File: src/rtl/fetch_fusion_queue.sv
`default_nettype none
// ============================================================================
//  Module      : fetch_fusion_queue
//  Description : Fetch-side instruction queue (circular buffer) that inspects
//                the two oldest entries and flags macro-op fusion candidates
//                (LUI+ADDI, AUIPC+JALR, LOAD+ALU). Fused pairs of types 01/10
//                retire two entries per handshake.
//  Revision    : 1.0  initial release
// ============================================================================
module fetch_fusion_queue #(
    parameter int          DEPTH       = 4,
    parameter logic [2:0]  FUSION_MASK = 3'b111,
    parameter int          CNT_W       = 16
) (
    input  logic                     clk,
    input  logic                     rst,
    input  logic                     in_valid,
    output logic                     in_ready,
    input  logic [31:0]              in_inst,
    input  logic [31:0]              in_pc,
    input  logic                     flush,
    output logic                     out_valid,
    input  logic                     out_ready,
    output logic [31:0]              out_inst0,
    output logic [31:0]              out_inst1,
    output logic [31:0]              out_pc,
    output logic                     out_fused,
    output logic [1:0]               out_fuse_type,
    output logic [$clog2(DEPTH):0]   count,
    output logic [CNT_W-1:0]         fuse_cnt
);

    localparam int c_AW = $clog2(DEPTH);
    localparam int c_CW = c_AW + 1;

    logic [31:0]      inst_mem_q [DEPTH];
    logic [31:0]      pc_mem_q   [DEPTH];
    logic [c_AW-1:0]  head_q, head_d;
    logic [c_AW-1:0]  tail_q, tail_d;
    logic [c_CW-1:0]  count_q, count_d;
    logic [CNT_W-1:0] fuse_cnt_q, fuse_cnt_d;

    logic [c_AW-1:0]  w_head1;
    logic             w_two;
    logic             w_push;
    logic             w_pop;
    logic [1:0]       w_pop_amt;
    logic [1:0]       w_fuse_type;
    logic [31:0]      w_inst0;
    logic [31:0]      w_inst1;

    // Head+1 wraps naturally because DEPTH is a power of two.
    assign w_head1   = head_q + 1'b1;
    assign w_two     = (count_q >= c_CW'(2));
    assign w_inst0   = inst_mem_q[head_q];
    assign w_inst1   = w_two ? inst_mem_q[w_head1] : 32'h0;

    // Ready depends only on stored occupancy, never on a same-cycle pop.
    assign in_ready  = (count_q < c_CW'(DEPTH));
    assign w_push    = in_valid && in_ready && !flush;
    assign out_valid = (count_q != '0);
    assign w_pop     = out_valid && out_ready && !flush;

    assign out_inst0     = w_inst0;
    assign out_inst1     = w_inst1;
    assign out_pc        = pc_mem_q[head_q];
    assign out_fuse_type = w_fuse_type;
    assign out_fused     = (w_fuse_type != 2'b00);
    assign count         = count_q;
    assign fuse_cnt      = fuse_cnt_q;

    // Fusion pattern decode on the two oldest entries; inst0 opcode selects the pattern.
    always_comb begin
        w_fuse_type = 2'b00;
        if (w_two && (w_inst0[11:7] != 5'd0)) begin
            case (w_inst0[6:0])
                7'b0110111: begin
                    if (FUSION_MASK[0] && (w_inst1[6:0] == 7'b0010011) &&
                        (w_inst1[14:12] == 3'b000) && (w_inst0[11:7] == w_inst1[19:15]))
                        w_fuse_type = 2'b01;
                end
                7'b0010111: begin
                    if (FUSION_MASK[1] && (w_inst1[6:0] == 7'b1100111) &&
                        (w_inst1[14:12] == 3'b000) && (w_inst0[11:7] == w_inst1[19:15]))
                        w_fuse_type = 2'b10;
                end
                7'b0000011: begin
                    // rs2 only exists for the register-register ALU form.
                    if (FUSION_MASK[2] &&
                        (((w_inst1[6:0] == 7'b0110011) &&
                          ((w_inst0[11:7] == w_inst1[19:15]) || (w_inst0[11:7] == w_inst1[24:20]))) ||
                         ((w_inst1[6:0] == 7'b0010011) && (w_inst0[11:7] == w_inst1[19:15]))))
                        w_fuse_type = 2'b11;
                end
                default: w_fuse_type = 2'b00;
            endcase
        end
    end

    // Type 01/10 consume both entries; LOAD+ALU is only a hint and pops one.
    always_comb begin
        w_pop_amt = 2'd0;
        if (w_pop)
            w_pop_amt = ((w_fuse_type == 2'b01) || (w_fuse_type == 2'b10)) ? 2'd2 : 2'd1;
    end

    // Next-state for pointers, occupancy and the saturating fusion counter.
    always_comb begin
        head_d     = head_q;
        tail_d     = tail_q;
        count_d    = count_q;
        fuse_cnt_d = fuse_cnt_q;
        if (flush) begin
            head_d  = '0;
            tail_d  = '0;
            count_d = '0;
        end else begin
            if (w_push)
                tail_d = tail_q + 1'b1;
            head_d  = head_q + c_AW'(w_pop_amt);
            count_d = count_q + c_CW'(w_push) - c_CW'(w_pop_amt);
            if (w_pop && (w_fuse_type != 2'b00) && (fuse_cnt_q != '1))
                fuse_cnt_d = fuse_cnt_q + 1'b1;
        end
    end

    // Control state register with synchronous reset.
    always_ff @(posedge clk) begin
        if (rst) begin
            head_q     <= '0;
            tail_q     <= '0;
            count_q    <= '0;
            fuse_cnt_q <= '0;
        end else begin
            head_q     <= head_d;
            tail_q     <= tail_d;
            count_q    <= count_d;
            fuse_cnt_q <= fuse_cnt_d;
        end
    end

    // Entry storage; contents are don't-care until written, so no reset.
    always_ff @(posedge clk) begin
        if (!rst && w_push) begin
            inst_mem_q[tail_q] <= in_inst;
            pc_mem_q[tail_q]   <= in_pc;
        end
    end

endmodule
`default_nettype wire

File: config.mk
export PLATFORM = sky130hd
export DESIGN_NAME = fetch_fusion_queue
export DESIGN_NICKNAME = d
export VERILOG_FILES = /design/src/rtl/fetch_fusion_queue.sv
export SDC_FILE = /design/constraint.sdc
export NUM_CORES = 1
export LEC_CHECK = 0
export ABC_AREA = 1
export CAP_MARGIN = 20
export CORE_MARGIN = 3
export CORE_UTILIZATION = 50
export DETAILED_ROUTE_END_ITERATION = 6
export PLACE_DENSITY_LB_ADDON = 0.2
export SYNTH_ARGS = -nofsm -noshare
export SYNTH_HDL_FRONTEND = slang
export SYNTH_SLANG_ARGS = --single-unit
File: constraint.sdc
create_clock -name clk -period 8.1 [get_ports clk]
set_input_delay 2.025 -clock clk [delete_from_list [all_inputs] [get_ports clk]]
set_output_delay 2.025 -clock clk [all_outputs]
set_load 0.005 [all_outputs]
# Word level (Yosys, flattened, before mapping)
# Memory sizes are Yosys's and may differ from the RTL's. A register that Yosys moved wholly into a read port is not among the register bits.
# Index checks and enable logic that the tools add are counted.
# W data, S select, Z words.
# word_totals
latchBits,0
elab_cells,63
n_memories,2
mem_bits_ro,0
reg_bits,23
ram_bits,256
# classes
mul,0
n_bitwise,1
n_lt_le_gt_ge,2
n_eq_ne,11
n_addsub,6
div,0
reduce_logical,25
shift,0
n_mux,12
# mem_list
name,words,width,rd,rd_clocked_by_memory_dff,write_ports,line,text
inst_mem_q,4,32,2,1,1,36,logic [31:0] inst_mem_q [DEPTH];
pc_mem_q,4,32,1,1,1,37,logic [31:0] pc_mem_q [DEPTH];
# ops
cell,n
$mux W32,1
$add A16 B1 Y16 const B,1
$ne A16 B16 Y1 const B,1
$eq A7 B5 Y1 const B,2
$eq A7 B6 Y1 const B,2
$logic_and A1 B1 Y1,14
$mux W2,7
$eq A5 B5 Y1,2
$eq A7 B2 Y1 const B,1
$eq A7 B7 Y1 const B,1
$pmux W2 S3,1
$reduce_bool A5 Y1,1
$add A2 B1 Y2 const B,2
$add A3 B1 Y3,1
$ge A3 B2 Y1 const B,1
$logic_not A3 Y1,1
$logic_or A1 B1 Y1,3
$lt A3 B3 Y1 const B,1
$mux W1,3
$reduce_bool A3 Y1,1
$sub A3 B2 Y3,1
$add A2 B2 Y2,1
$eq A2 B1 Y1 const B,1
$eq A2 B2 Y1 const B,1
other kinds (5),6

# Longest topological paths before layout
# Gate-level depths: netlist of the first run.
# An unclocked memory read counts as a cell.
# logic_depth
ltp_word,16
depth_mapped,27
mapped_depth_nobuf,24

# Least setup slack after synthesis of the first run
# No wires, ideal clock.
# synth_timing
path_kind,input-to-reg
start,input port rst
end,"memory inst_mem_q[0][0], enable pin"
required_ns,7.614
setup_slack_ns,2.468
t_arrival_ns,5.146
stages,4
setup_time_ns,0.486
cell_sequence,inv_1 clkbuf_1 nand2_1 nor2_1
# synth_between
elab_chain_len,4
# synth_lines
element,line,text
"start, declared",16,"input logic rst,"
$logic_not A1 Y1,144,if (!rst && w_push) begin
$logic_and A1 B1 Y1,144,
$mux W1,144,
$mux W1 (implied by the code),145,inst_mem_q[tail_q] <= in_inst;
"end, declared",36,
# No other way between the ends.

# Final worst setup path of the first run
# layout_timing
start,register head_q[1]
end,output port out_fused
# layout_between
elab_chain_len,11
word_cells_on_any_way,23
# layout_lines
element,line,text
"start, declared",38,"logic [c_AW-1:0] head_q, head_d;"
"start signal, assigned",130,head_q <= '0;
"start signal, assigned",135,head_q <= head_d;
$add A2 B1 Y2 (*),53,assign w_head1 = head_q + 1'b1;
$mem_v2 Z4 W32 (*),-,
$mux W32 (*),56,assign w_inst1 = w_two ? inst_mem_q[w_head1] : 32'h0;
"$eq A5 B5 Y1, on equally long branches",-,
$logic_or A1 B1 Y1,91,((w_inst0[11:7] == w_inst1[19:15]) || (w_inst0[11:7] == w_inst1[24:20]))) ||
$logic_and A1 B1 Y1,90,(((w_inst1[6:0] == 7'b0110011) &&
$logic_or A1 B1 Y1,91,
$mux W2,89,if (FUSION_MASK[2] &&
$pmux W2 S3 (*),76,case (w_inst0[6:0])
$mux W2 (*),75,if (w_two && (w_inst0[11:7] != 5'd0)) begin
$reduce_bool A2 Y1 (*),68,assign out_fused = (w_fuse_type != 2'b00);
"end, declared",27,"output logic out_fused,"
# Mark *: on every way between the ends. The rest lies on a longest branch, timed or not.

==> results of run 1 <==
## sequential cells by signal (all words and copies together) (netlist names)
| name | count |
|---|---|
| head_q | 2 |
| pc_mem_q | 128 |
| tail_q | 2 |
| inst_mem_q | 128 |
| fuse_cnt | 16 |
| count | 3 |
## placed cells by master (no fill, tap or decap), drive strengths merged, types with 11 or more instances in the layout
cell type,instances
nand2,297
edfxtp,256
clkdlybuf4s50,188
nor2,158
o21ai,125
inv,75
o22ai,53
nand3,45
clkbuf,37
a21oi,29
dfxtp,23
a22o,12
clkinv,11
## worst max-delay path: cells and delay by family, from the launching register on
family	cells	cell delay [ns]
fa+ha+maj	1	0.20
buf+inv	3	1.23
flops	1	0.33
simple gates	13	2.08
## power groups by stage
stage          sequential (µW)  clock, µW  combinational (µW)
6_report                  1590       1290                 137
5_1_grt                   1590       1390                 149
4_1_cts                   1590       1310                 138
3_5_place_dp              1620          0                 137
3_3_place_gp              1620          0                 134
2_1_floorplan             1620          0                45.2
## Yosys cell counts, types with 10 or more instances
master / number / area share
dfxtp_1: 23 / 0.037
a21oi_1: 29 / 0.012
o21ai_0: 119 / 0.048
nand3_1: 45 / 0.018
a31oi_1: 10 / 0.0051
buf_2: 15 / 0.0061
nor2_1: 156 / 0.047
inv_1: 70 / 0.021
nand2_1: 290 / 0.088
edfxtp_1: 256 / 0.62
o22ai_1: 53 / 0.027
a22o_1: 12 / 0.0085
clkbuf_1: 36 / 0.011
## area by class of cell
| class | instances | area (µm²) | area share |
|---|---|---|---|
| Timing Repair Buffer | 198 | 1980 | 0.129 |
| Tap cell | 319 | 399 | 0.0260 |
| Sequential cell | 279 | 8150 | 0.531 |
| Multi-Input combinational cell | 767 | 3610 | 0.235 |
| Clock buffer | 37 | 756 | 0.0492 |
| Inverter | 75 | 287 | 0.0187 |
| Clock inverter | 17 | 175 | 0.0114 |
## metrics by stage
stage               cells   util  hold WS, ns  instance area [µm²]
finish               1692  0.643        0.486                15400
global route         1692  0.643        0.530                15400
CTS                  1691  0.641        0.495                15300
detailed placement   1637  0.602        0.484                14400
global placement     1637  0.602        0.461                14400
floorplan            1186      -        0.464                12300
## cell families after synthesis
kind of cell	count (synthesis)	synth area share
adder cells (fa/ha/maj)	9	0.00973
AO/OA/AOI/OAI	240	0.110
flip-flops	279	0.660
XOR/XNOR	6	0.00426
buffers and inverters	140	0.0509
AND/OR/NAND/NOR	512	0.165
## routing by layer
metal  routed length (µm)  share of wire  up-vias
met1                13000           0.43     4356
met2                14000           0.47      310
li1                     -              -     4445
met5                    9        0.00030        -
met3                 2140          0.071       67
met4                  906          0.030        2
## worst max-delay path by stage
stage	end	slack [ns]	cells after the start
floorplan	inst_mem_q[0][0]	2.47	4
global placement	out_fused	2.30	17
detailed placement	out_fused	2.22	18
CTS	out_fused	1.62	17
global route	out_fused	1.25	17
finish	out_fused	1.63	17
==> impl_metrics.tcl, run 1 <==
set metrics [dict create \
    start_util 0.517 \
    drt_iter0_drc 755 \
    io_buffers 188 \
    cts_max_path_buffers 3 \
    crit_chain "inv_4, nand2_2, nand2_2, nand2_1, nand2_1, nand2_1, nand2_1, nand2_1, nor2_1, nand3_1, nand2_1, nand2_2, nand2_1, nand2_1, ha_1, inv_1, clkdlybuf4s50_1" \
    irDropWorstVdd_mv 0.190 \
    layout_setup_ws_ns 1.63 \
    slowest_delay_ns 0.68 \
    worstMarginPinSlew_ns 1.05 \
    critical_path.most_common_cell "nand2_1" \
    synthDistinctLibCells 37 \
    crit_arrival_ns 4.44 \
    power_density_nw_per_um2 197 \
    yosysWarnings 0 \
    synthArstFlopShare 0 \
    cts_max_level 1 \
    die_area_um2 26600 \
    root_buffer "clkbuf_16" \
    antenna_found_initial 1 \
    hold_depth 2 \
    power_frac_comb 0.045 \
    critPathKind "reg -> out" \
    first_global_vias 8780 \
    grt_max_degree 116 \
    layout.nets 1428 \
    fin_tns_setup_ns 0 \
    r2r_end "count[2]" \
    hp-class "reg -> reg" \
    die_y_um 163 \
    syn_area_per_cell_um2 10.4 \
    routed_wl_mm 30.1 \
    overflow 0 \
    met2_usage 0.359 \
    grt.total_usage 0.222 \
    busiest_layer "met2" \
    cp.required_ns 6.08 \
    p_int_uw 2410 \
    reg2reg_slack_ns 3.14 \
    ys_ff_latch 279 \
    synth_edf_count 256 \
    swShare 0.202 \
    ys_seq_area_frac 0.660 \
    row_count 56 \
    holdBufCountCts 0 \
    period_share 0.798 \
    cts-buffers-inserted 29 \
    path_clk_slew_ns 0.06 \
    cts_setup_buffers 0 \
    dp_worst_setup_slack_ns 2.22 \
    relSlewSlack 0.302 \
    maxCapViolations 0 \
    cp_max_fo 92 \
    synth_area_um2 12300 \
    post-dp-hpwl_mm 18.0 \
    syn_nets 1264 \
    core_um2 23900 \
    hold_violations 0 \
    synth_flop_cell "edfxtp_1" \
    grt_pass1_wl_mm 46.7 \
    area_delta_synth_final_pct 24.3 \
    grt_util_met3 0.0451 \
    clkPwrFrac 0.428 \
    clock_latency_ns 0.55 \
    cp_slowest_cell "inv_4" \
    diodes 0 \
    drtPass1Iterations 7 \
    vias 9180 \
    cts_resized 0 \
    die_w_um 163 \
    sequentialPowerShare 0.527 \
    whs_endpoint "fuse_cnt[13]" \
    grt.met1_usage 0.303 \
    syn-instance-count 1186 \
    status "finished clean" \
    slew_violations 0 \
    start_kind "register" \
    drive_above_1_share 0.0554 \
    grt_setup_unrepaired "false" \
    drc 0 \
    place.gp.congestion 0.849 \
    post_drt_wl_per_cell_um 17.8 \
    setup_violations 0 \
    vias_per_cell 5.43 \
    reg2reg_from "head_q[1]" \
    nFillCells 1872 \
    p_total_uw 3020 \
    period_needed_ns 6.47 \
    rr_worst_depth 24 \
    crit_path_start "head_q[1]" \
    clkSinkCount 279 \
    min-delay-start "fuse_cnt[13]" \
    power.leakage_uw 0.00568 \
    ant_nets 0 \
    max_freq_mhz 155 \
    net-switching-power_uw 609 \
    worst_setup_path_end_kind "primary output" \
    finalClockSkew_ns 0.00915 \
    cts_tree "built" \
    ioPinCount 189 \
]
Power figures use the tool's default switching activity.
==> run 2, diff against run 1 <==
--- a/config.mk
+++ b/config.mk
@@ -8,7 +8,7 @@
 export ABC_AREA = 1
 export CAP_MARGIN = 20
 export CORE_MARGIN = 3
-export CORE_UTILIZATION = 50
+export CORE_UTILIZATION = 49
 export DETAILED_ROUTE_END_ITERATION = 6
 export PLACE_DENSITY_LB_ADDON = 0.2
 export SYNTH_ARGS = -nofsm -noshare
==> constraint.sdc (replaced) <==
create_clock -name clk -period 5.5 [get_ports clk]
set_input_delay 1.375 -clock clk [delete_from_list [all_inputs] [get_ports clk]]
set_output_delay 1.375 -clock clk [all_outputs]
set_load 0.005 [all_outputs]
==> run 2 against run 1 <==
  * Utilization decreased by 1.4 points
  * Die area rose by 2.0%
  * Combinational power increased by 50%
  * Non-clock buffer count grew 4
  * Critical endpoint unchanged
  * Highest routed layer unchanged
==> impl_metrics.tcl, run 2 (synthesis results as in run 1) <==
set metrics [dict create \
    vias_per_cell 5.47 \
    power_density_nw_per_um2 285 \
    drc 0 \
    met2_usage 0.376 \
    path_clk_slew_ns 0.06 \
    clkSinkCount 279 \
    sequentialPowerShare 0.533 \
    relSlewSlack 0.526 \
    power_frac_comb 0.047 \
    die_area_um2 27100 \
    grt_max_degree 167 \
    max_freq_mhz 197 \
    holdBufCountCts 0 \
    io_buffers 188 \
    routed_wl_mm 31.1 \
    hold_depth 1 \
    fin_tns_setup_ns 0 \
    start_util 0.503 \
    area_delta_synth_final_pct 24.8 \
    maxCapViolations 0 \
    ant_nets 0 \
    cts_tree "built" \
    grt_setup_unrepaired "false" \
    busiest_layer "met2" \
    period_share 0.921 \
    worst_setup_path_end_kind "primary output" \
    hold_violations 0 \
    net-switching-power_uw 900 \
    whs_endpoint "fuse_cnt[15]" \
    swShare 0.205 \
    post-dp-hpwl_mm 18.8 \
    die_y_um 165 \
    overflow 0 \
    drtPass1Iterations 5 \
    slew_violations 0 \
    grt_util_met3 0.0507 \
    antenna_found_initial 1 \
    status "finished clean" \
    cts_max_path_buffers 3 \
    min-delay-start "fuse_cnt[15]" \
    cts_resized 0 \
    grt.met1_usage 0.309 \
    ioPinCount 189 \
    row_count 57 \
    cp_max_fo 49 \
    layout_commonest_cell "nand2_1" \
    core_um2 24500 \
    die_w_um 165 \
    holdWs_ns 0.492 \
    grt_pass1_wl_mm 48.4 \
    post_drt_wl_per_cell_um 18.3 \
    power.leakage_uw 0.00571 \
    critPathKind "reg -> out" \
    vias 9312 \
    finalClockSkew_ns 0.0146 \
    hp-class "reg -> reg" \
    first_global_vias 8975 \
    cts_setup_buffers 0 \
    clkPwrFrac 0.420 \
    drive_above_1_share 0.0574 \
    drt_iter0_drc 804 \
    dp_worst_setup_slack_ns 1.07 \
    diodes 0 \
    crit_arrival_ns 3.69 \
    clock_latency_ns 0.56 \
    reg2reg_slack_ns 1.34 \
    layout_common_cells "nand2_1 (290), edfxtp_1 (256), clkdlybuf4s50_1 (188), nor2_1 (150), o21ai_0 (119)" \
    worstMarginPinSlew_ns 0.710 \
    cp.required_ns 4.12 \
    grt.total_usage 0.228 \
    period_needed_ns 5.06 \
    final_core_util 0.628 \
    place.gp.congestion 0.904 \
    irDropWorstVdd_mv 0.232 \
    rr_worst_depth 20 \
    cts_max_level 1 \
    start_kind "register" \
    setup_violations 0 \
    reg2reg_from "head_q[0]" \
    r2r_end "count[2]" \
    layout.nets 1432 \
    layout_setup_ws_ns 0.436 \
    root_buffer "clkbuf_16" \
    p_int_uw 3500 \
    p_total_uw 4400 \
    cts-buffers-inserted 29 \
]
## run 2: cell types whose count changed in the layout (fill, tap and decap cells not counted), sizes merged
cell	previous run	this run
clkbuf	37	33
buf	10	14
clkinv	11	18
clkinvlp	3	1
bufinv	3	2
## run 2: area by class of cell
type | instances | area (µm²)
fill | 1997 | 9120
sequential | 279 | 8150
multi-input combinational | 767 | 3610
timing repair buffer | 202 | 2060
clock buffer | 33 | 741
tap | 324 | 405
inverter | 75 | 287
clock inverter | 21 | 161
## run 2: metal layers
layer	wire [µm]	share of wire	vias to the layer above
met1	13100	0.42	4442
met5	13	0.00042	-
li1	-	-	4455
met2	14800	0.48	365
met4	585	0.019	2
met3	2600	0.084	48
## run 2: worst max path at each step
| stage | slack [ns] | startpoint | endpoint | cells past startpoint |
|---|---|---|---|---|
| floorplan | 0.52 | rst | inst_mem_q[0][0] | 4 |
| global placement | 1.08 | head_q[0] | out_fused | 13 |
| detailed placement | 1.07 | head_q[0] | out_fused | 17 |
| CTS | 0.47 | head_q[0] | out_fused | 17 |
| global route | 0.11 | head_q[0] | out_fused | 17 |
| finish | 0.44 | head_q[0] | out_fused | 13 |
## run 2: through the flow
stage,std cells,area (µm²)
after floorplan,1186,12300
after global placement,1647,14500
final,1701,15400
after detailed placement,1647,14500
after CTS,1701,15400
after global routing,1701,15400
## run 2: power by group through the flow
stage,logic [µW],registers (µW),clock network [µW]
after floorplan,66.6,2390,0
after global placement,202,2390,0
after detailed placement,205,2390,0
after CTS,206,2340,1880
after global routing,223,2340,1990
final,205,2340,1850
## run 2: critical path, stage by stage, from the launching register on
cell             delay (ns)
dfxtp_4                0.68
buf_4                  0.54
nand2_1                0.12
nand3_1                0.11
nand2_1                0.12
inv_1                  0.18
nor3_1                 0.08
a21oi_1                0.20
nand2_1                0.13
inv_1                  0.09
nand2_1                0.06
ha_1                   0.21
inv_1                  0.06
clkdlybuf4s50_1        0.49
==> run 3, diff against run 2 <==
--- a/config.mk
+++ b/config.mk
@@ -8,7 +8,8 @@
 export ABC_AREA = 1
 export CAP_MARGIN = 20
 export CORE_MARGIN = 3
-export CORE_UTILIZATION = 49
+export CORE_UTILIZATION = 50
+export CTS_BUF_LIST = sky130_fd_sc_hd__clkbuf_4
 export DETAILED_ROUTE_END_ITERATION = 6
 export PLACE_DENSITY_LB_ADDON = 0.2
 export SYNTH_ARGS = -nofsm -noshare
==> run 3 against run 2 <==
  * Largest power group unchanged
  * Wire length shrank 1.9%
  * Clock power shrank 10%
  * Combinational power is essentially flat
  * Critical path depth grew 4
  * Maximum frequency shrank 2.1%
  * Non-clock buffer count grew 4
  * Via count grew 0.66%
  * Count of clock-buffer cells in the layout grew 67
  * Final cell count grew 4.0%
  * Highest routed layer unchanged
  * Global-route usage is essentially flat
  * Utilization grew 1.5 points
  * Clock skew grew 0.038 ns
==> impl_metrics.tcl, run 3 (synthesis results as in run 1) <==
set metrics [dict create \
    status "finished clean" \
    slowest_delay_ns 0.49 \
    cp_slowest_cell "clkdlybuf4s50_1" \
    cp.required_ns 4.12 \
    cp_max_fo 51 \
    io_buffers 188 \
    layout.nets 1480 \
    post-dp-hpwl_mm 19.2 \
    worstMarginPinSlew_ns 0.980 \
    power_density_nw_per_um2 273 \
    critPathKind "reg -> out" \
    max_freq_mhz 193 \
    clock_latency_ns 0.68 \
    drc 0 \
    layout_commonest_cell "nand2_1" \
    vias 9373 \
    die_y_um 163 \
    finalClockSkew_ns 0.0526 \
    cts_max_level 3 \
    routed_wl_mm 30.5 \
    relSlewSlack 0.346 \
    ioPinCount 189 \
    cts_tree "built" \
    start_kind "register" \
    hp-class "reg -> reg" \
    p_total_uw 4200 \
    first_global_vias 8962 \
    irDropWorstVdd_mv 0.220 \
    cts_max_path_buffers 3 \
    setup_violations 0 \
    critical_path.most_common_cell "nand2_1" \
    clkSinkCount 279 \
    drtPass1Iterations 5 \
    post_drt_wl_per_cell_um 17.2 \
    crit_chain "inv_6, nand2_2, nand2_2, nand2_1, nand2_1, nand2_1, nand2_1, nand2_1, nor2_1, nand3_1, nand2_1, nand2_2, nand2_1, nand2_1, ha_1, inv_1, clkdlybuf4s50_1" \
    core_um2 23900 \
    grt_setup_unrepaired "false" \
    fin_tns_setup_ns 0 \
    power.leakage_uw 0.00578 \
    crit_arrival_ns 3.80 \
    overflow 0 \
    period_share 0.941 \
    root_buffer "clkbuf_4" \
    die_w_um 163 \
    drive_above_1_share 0.106 \
    grt.total_usage 0.228 \
    row_count 56 \
    path_clk_slew_ns 0.07 \
    cts-buffers-inserted 73 \
    slew_violations 0 \
    worst_setup_path_end_kind "primary output" \
    start_util 0.517 \
    ant_nets 0 \
    grt_pass1_wl_mm 46.7 \
    place.gp.congestion 0.937 \
    hold_violations 0 \
    grt_max_degree 96 \
    layout_common_cells "nand2_1 (290), edfxtp_1 (256), clkdlybuf4s50_1 (188), nor2_1 (150), o21ai_0 (119)" \
    die_area_um2 26600 \
    drt_iter0_drc 803 \
    period_needed_ns 5.17 \
    holdWs_ns 0.497 \
    maxCapViolations 0 \
    antenna_found_initial 2 \
    vias_per_cell 5.30 \
    area_delta_synth_final_pct 24.5 \
]
-- run 3: repair_timing --
item / 4_1_cts / 5_1_grt
hold buffers: 0 / 0
buffers inserted: 0 / 0
resized for setup: 0 / 3
endpoints found under the setup margin: 0 / 2
-- run 3: final cells by class --
type                    count  area [µm²]
clock buffers             100         751
clock inverters            21         106
repair buffers            206        2060
well taps                 319         399
inverters                  75         289
multi-input cells         767        3610
flip-flops and latches    279        8160
fillers                  1928        8520
diodes                      2        5.00
-- run 3: worst paths after layout --
path           startpoint           end  slack (ns)  cells after the start
max             head_q[0]     out_fused        0.33                     17
min          fuse_cnt[13]  fuse_cnt[13]        0.50                      2
max reg2reg     head_q[0]      count[2]        1.37                     24
min reg2reg  fuse_cnt[13]  fuse_cnt[13]        0.50                      2
-- run 3: report_power, final --
part           switching (µW)  leakage [µW]  total (µW)  internal (µW)
clock network             813      0.000502        1660            844
registers                7.58       0.00250        2340           2340
logic                     102       0.00278         204            102
total                     922       0.00578        4200           3280
-- run 3: stage by stage --
stage / area [µm²] / util / setup WS, ns / cells
after global routing: 15400 / 0.643 / 0.00260 / 1769
after floorplan: 12300 / - / 0.518 / 1186
after CTS: 15400 / 0.643 / 0.0773 / 1767
after detailed placement: 14500 / 0.607 / 0.823 / 1646
final: 15400 / 0.643 / 0.325 / 1769
after global placement: 14500 / 0.607 / 0.964 / 1646
-- run 3: routing by layer --
metal / track usage / wire [µm]
met2: 0.373 / 14700
met4: 0.0919 / 852
met3: 0.0560 / 2290
met1: 0.292 / 12700
met5: 0 / 12
-- run 3: worst max-delay path, delay by kind of cell (launching register included) --
family	cells	cell delay [ns]
flops	1	0.43
fa+ha+maj	1	0.20
simple gates	13	1.63
buf+inv	3	0.86
